File: src/rtl/capture_buffer_pkg.sv
// Shared definitions for the logic-analyzer capture buffer: FSM encoding and
// the RAM depth derived from the address width.
package capture_buffer_pkg;

  typedef enum logic [1:0] {
    IDLE = 2'd0,
    RUN  = 2'd1,
    POST = 2'd2,
    DONE = 2'd3
  } state_t;

  function automatic int unsigned depth_of(input int unsigned aw);
    return 32'd1 << aw;
  endfunction

endpackage

File: src/rtl/capture_ram.sv
// Simple dual-port sample RAM: one synchronous write port, one registered
// read port. A same-address read and write returns the old word.
module capture_ram #(
  parameter int DATA_WIDTH = 8,
  parameter int ADDR_WIDTH = 4
) (
  input  logic                  clk,
  input  logic                  reset,
  input  logic                  we_i,
  input  logic [ADDR_WIDTH-1:0] waddr_i,
  input  logic [DATA_WIDTH-1:0] wdata_i,
  input  logic [ADDR_WIDTH-1:0] raddr_i,
  output logic [DATA_WIDTH-1:0] rdata_o
);

  logic [DATA_WIDTH-1:0] mem_q [2**ADDR_WIDTH];
  logic [DATA_WIDTH-1:0] rdata_q;

  // Storage is deliberately not reset; only the read register is.
  always_ff @(posedge clk) begin
    if (we_i) mem_q[waddr_i] <= wdata_i;
  end

  always_ff @(posedge clk) begin
    if (reset) rdata_q <= '0;
    else       rdata_q <= mem_q[raddr_i];
  end

  assign rdata_o = rdata_q;

endmodule

File: src/rtl/capture_buffer.sv
// Trigger-aware circular sample buffer: records qualified samples while armed,
// keeps post_count samples after the trigger, then freezes for readout.
module capture_buffer
  import capture_buffer_pkg::*;
#(
  parameter int DATA_WIDTH = 8,
  parameter int ADDR_WIDTH = 4
) (
  input  logic                  clk,
  input  logic                  reset,
  input  logic                  arm,
  input  logic                  abort,
  input  logic                  sample_en,
  input  logic [DATA_WIDTH-1:0] data,
  input  logic                  trigger,
  input  logic [ADDR_WIDTH-1:0] post_count,
  input  logic [ADDR_WIDTH-1:0] raddr,
  output logic [DATA_WIDTH-1:0] rdata,
  output logic                  running,
  output logic                  triggered,
  output logic                  done,
  output logic                  primed,
  output logic [ADDR_WIDTH-1:0] waddr,
  output logic [ADDR_WIDTH-1:0] trig_addr,
  output logic [ADDR_WIDTH-1:0] start_addr
);

  localparam int unsigned           DEPTH = depth_of(ADDR_WIDTH);
  localparam logic [ADDR_WIDTH-1:0] LAST  = ADDR_WIDTH'(DEPTH - 1);

  state_t                  state_q;
  logic [ADDR_WIDTH-1:0]   waddr_q, waddr_d;
  logic [ADDR_WIDTH-1:0]   trig_q;
  logic [ADDR_WIDTH-1:0]   rem_q, rem_d;
  logic                    primed_q;
  logic                    wr_en;

  // abort outranks the write; arm is only honoured in IDLE/DONE where no
  // write can happen, so it needs no gating here.
  assign wr_en   = !reset && !abort && sample_en && (state_q == RUN || state_q == POST);
  assign waddr_d = waddr_q + 1'b1;
  assign rem_d   = rem_q - 1'b1;

  always_ff @(posedge clk) begin
    if (reset) begin
      state_q  <= IDLE;
      waddr_q  <= '0;
      trig_q   <= '0;
      rem_q    <= '0;
      primed_q <= 1'b0;
    end else if (abort) begin
      state_q <= IDLE;
    end else if (arm && (state_q == IDLE || state_q == DONE)) begin
      state_q  <= RUN;
      waddr_q  <= '0;
      trig_q   <= '0;
      primed_q <= 1'b0;
    end else if (wr_en) begin
      waddr_q <= waddr_d;
      if (waddr_q == LAST) primed_q <= 1'b1;
      if (state_q == RUN) begin
        if (trigger) begin
          trig_q  <= waddr_q;
          rem_q   <= post_count;
          state_q <= (post_count == '0) ? DONE : POST;
        end
      end else begin
        rem_q <= rem_d;
        if (rem_q == 1) state_q <= DONE;
      end
    end
  end

  capture_ram #(
    .DATA_WIDTH(DATA_WIDTH),
    .ADDR_WIDTH(ADDR_WIDTH)
  ) u_ram (
    .clk     (clk),
    .reset   (reset),
    .we_i    (wr_en),
    .waddr_i (waddr_q),
    .wdata_i (data),
    .raddr_i (raddr),
    .rdata_o (rdata)
  );

  assign running    = (state_q == RUN) || (state_q == POST);
  assign triggered  = (state_q == POST) || (state_q == DONE);
  assign done       = (state_q == DONE);
  assign primed     = primed_q;
  assign waddr      = waddr_q;
  assign trig_addr  = trig_q;
  assign start_addr = primed_q ? waddr_q : '0;

endmodule
File: config.mk
export PLATFORM = sky130hd
export DESIGN_NAME = capture_buffer
export DESIGN_NICKNAME = d
export VERILOG_FILES = /design/src/rtl/capture_buffer_pkg.sv /design/src/rtl/capture_ram.sv /design/src/rtl/capture_buffer.sv
export SDC_FILE = /design/constraint.sdc
export NUM_CORES = 1
export LEC_CHECK = 0
export BUFFER_PORTS_ARGS = -buffer_cell sky130_fd_sc_hd__buf_2
export CAP_MARGIN = 25
export CORE_MARGIN = 2
export CORE_UTILIZATION = 51
export CTS_BUF_LIST = sky130_fd_sc_hd__clkbuf_8
export CTS_CLUSTER_SIZE = 10
export DETAILED_ROUTE_END_ITERATION = 10
export PLACE_DENSITY_LB_ADDON = 0.2
export SLEW_MARGIN = 20
export SYNTH_ARGS = -nofsm -noshare
export SYNTH_HDL_FRONTEND = slang
export SYNTH_HIERARCHICAL = 1
export SYNTH_SLANG_ARGS = --single-unit
File: constraint.sdc
create_clock -name clk -period 2.8 [get_ports clk]
set_input_delay 0.14 -clock clk [delete_from_list [all_inputs] [get_ports clk]]
set_output_delay 0.14 -clock clk [all_outputs]
set_load 0.02 [all_outputs]
==> impl_results.md <==
* Cell variety after synth at 47
* Die Wd at 113.9 um
* Simple-Gate Fraction of Synth Area at 6.338%
* P_sw at 918.4 uW
* GRT Util Overall at 20.85%
* Fin crit period at 2573 ps
* Synthesized cell area at 0.006160 mm2
* HP Class: primary input to flop
* Critical Path Fanout Max at 6
* Clock Skew at 21.45 ps
* Register area share after synthesis at 69.88%
* Worst path cell trace: inv_1 -> ha_1 -> or4b_4 -> clkinv_1 -> or3b_2 -> nor2_1 -> buf_4
* Via count at 3,454
* Initial antenna violation count at 0
* Clock sink count at 151
* Max cap viols at 0
* Xor/xnor cell area share of the yosys netlist at 0%
* Worst Path Arrival at 2720 ps
* Post-CTS sizing at 0
* Internal Power at 3.880 mW
* DP Wirelength at 8203 um
* I/O pins at 46
* Slowest CP cell: or3b_2
* Placed Area at 0.006618 mm2
* WL met1 at 5325 um
* Worst Slack Setup Final at 227.2 ps
* Period utilisation layout at 91.88%
* CP endpoint kind: flop
* H-tree lvl count at 4
* Fmax at 388.7 MHz
* End point of the critical path: u_ram/mem_q[1][7]
* Crit Reg-Reg Endpoint: u_ram/mem_q[1][7]
* DRC viols at 0
* Post-synth ARST share at 0%
* Compound-Gate Fraction of Synth Area at 6.236%
* Fin cells at 597
* Worst setup startpoint: state_q[0]
* Dominant synthesized flop cell: edfxtp_1
* Clock share of power at 44.2%
* FF+latch count, synth at 151
* Switching Share at 19.14%
* Avg WL per Cell at 21.14 um
* R2R setup slack at 230 ps
* Worst Reg-to-Reg Cells at 7
* First-pass GRT wire length at 19,440 um
* Number of global-route vias before repair at 3,491
* Final setup fails at 0
* Fin. max-slew vios at 0
* Final Hold Viols at 0
* P per Cell Area at 669.0 mW/mm2
* Number of synthesized flops with an enable pin at 128
* Routed wire length at 12,620 um
* CP Depth at 7
* Top delay family on crit path: simple AND/OR/NAND/NOR gates
* Ys Warns at 6
* Status: complete, no violations
* Initial Util at 51.71%
* Post-CTS setup buffer count at 0
* Sequential share of power at 51.1%
* TritonCTS clock tree: built
* Relative slew slack at 51.64%
* Fillcell total at 892
* Adder-Cell Fraction of Synth Area at 1.219%
* Hold Path Depth at 3
* Remaining Overflow, GRT at 0
* Setup TNS at 0 ps
* Placed Cells incl. Taps at 562
* Gpl congestion at 0.8366
* Setup slack at placement at 246.6 ps
* Die H at 113.9 um
* Critical path class: flop to flop
* Share of layout cells above drive strength 1 at 25.56%
* WL met3 at 820 um
* Leakage power at 2.602 nW
* Via-per-instance ratio at 5.786
* Root Buffer: clkbuf_8
* DR pass1 iterations at 4
* CP bufs+invs at 3
* Critical Path Start Type: flop
* Core area at 0.01191 mm2
* Clock Latency Late Sink at 440 ps
* Clock slew at reported path FFs at 80 ps
* ANT nets after route at 0
* Design area at 0.007173 mm2
* Mean Syn Cell Area at 16.97 um2
* Buffers added on ports at 45
* RSZ-0062 raised after global routing: no
* Largest family of logic cells by synthesized area: multiplexers
* Cell count after synthesis at 363
* RR Startpoint: state_q[0]
* CP Data Required Time at 2950 ps
* Starting DRC count in detailed routing at 226
* Ant diodes at 0
* Post-synthesis mux area share at 13.51%
* Pin count of the biggest net entering global routing at 23
* Die area at 0.01297 mm2
* Max IR drop VDD at 0.0003023 V
* Comb pwr share at 4.7%
* WL met2 at 6241 um
* Syn_nets at 391
* Worst-margin pin slew at 723.9 ps
* Layout area overhead at 16.45%
* Cts bufs inserted at 17
* Row cnt at 40
* NumNets Final at 465
* Max Root-Sink Buffers at 2
* CP max stage delay at 520 ps
* Top Layer Used: met4
## through the flow
step,power (mW),hold slack [ps],util [%]
floorplan,2.642,238.9,-
global placement,2.722,438.0,55.56
detailed placement,2.727,444.4,55.56
CTS,4.836,7.835,60.22
global route,4.951,56.79,60.22
finish,4.799,51.24,60.22
## flip-flops by register name, summed over array words and instances, names as in the netlist
signal / cells
primed: 1
rem_q: 4
state_q: 2
trig_addr: 4
u_ram/mem_q: 128
u_ram/rdata_o: 8
waddr: 4
## power groups by stage
stage	Combinational [mW]	Clock [mW]	Sequential, mW
floorplan	0.128	0	2.51
global placement	0.222	0	2.50
detailed placement	0.226	0	2.50
CTS	0.230	2.16	2.45
global route	0.247	2.25	2.45
finish	0.228	2.12	2.45
## tightest hold or removal path, delay by kind of cell
kind	cells	cell delay, ps
AOI/OAI and AO/OA	2	200
buffers and inverters	1	100
## final cells by class
type | instances | area, um2 | share of cell area (%)
Inverter | 12 | 45.04 | 0.6279
Clock buffer | 18 | 247.7 | 3.454
Tap cell | 147 | 183.9 | 2.564
Multi-Input combinational cell | 184 | 1687 | 23.51
Sequential cell | 151 | 4304 | 60.00
Timing Repair Buffer | 71 | 427.9 | 5.965
Clock inverter | 14 | 277.8 | 3.872
## synth_stat cells (all sizes together) (7+ instances only)
cell type	count	area (um2)
edfxtp	128	3844
mux2i	28	280.3
dfxtp	23	460.4
mux4	22	551.8
nor2	18	67.56
o21ai	15	75.07
buf	13	117.6
nand2	13	48.80
inv	10	37.54
nand3	10	50.05
a22oi	8	60.06
a21oi	7	35.03
nand2b	7	43.79
## logic make-up (layout without fill, tap and decap cells)
group	count (synthesis)	count (layout)
and+or+nand+nor	75	75
buffers and inverters	28	115
DFF	151	151
adders and majority gates	6	6
AOI/OAI and AO/OA	53	53
muxes	50	50
## worst min path at each step
| stage | startpoint | to | slack [ps] |
|---|---|---|---|
| 2_1_floorplan | data[0] | u_ram/mem_q[0][0] | 240 |
| 3_3_place_gp | abort | state_q[0] | 440 |
| 3_5_place_dp | abort | state_q[0] | 440 |
| 4_1_cts | post_count[2] | rem_q[2] | 8 |
| 5_1_grt | trigger | rem_q[0] | 60 |
| 6_report | post_count[2] | rem_q[2] | 50 |
## what timing repair did
item,CTS,global route
endpoints found under the hold margin,4,0
hold buffers,3,0
setup endpoints to repair,0,0
## routing by layer
layer | vias to the layer above | global-route usage [%]
li1 | 1596 | -
met2 | 125 | 34.01
met5 | - | 0
met3 | 14 | 4.888
met4 | 0 | 8.293
met1 | 1719 | 27.42
## cells in the final DEF (no fill, tap or decap), drive strengths merged, types with 2 or more instances in the layout
master       count
nor2b            4
nand3b           4
ha               6
dfxtp           23
bufinv           8
a22oi            8
a31oi            2
mux4            22
nand3           10
inv             13
dlygate4sd3      3
or2              2
o32ai            3
nand2b           7
a221oi           6
and2             5
o21ai           15
nor3             5
clkinv           4
a21oi            7
edfxtp         128
o211ai           2
nand2           13
buf             68
nand4            2
nor2            18
clkbuf          18
mux2i           28
a211oi           2
No activity file was read; power rests on OpenSTA's default activity.
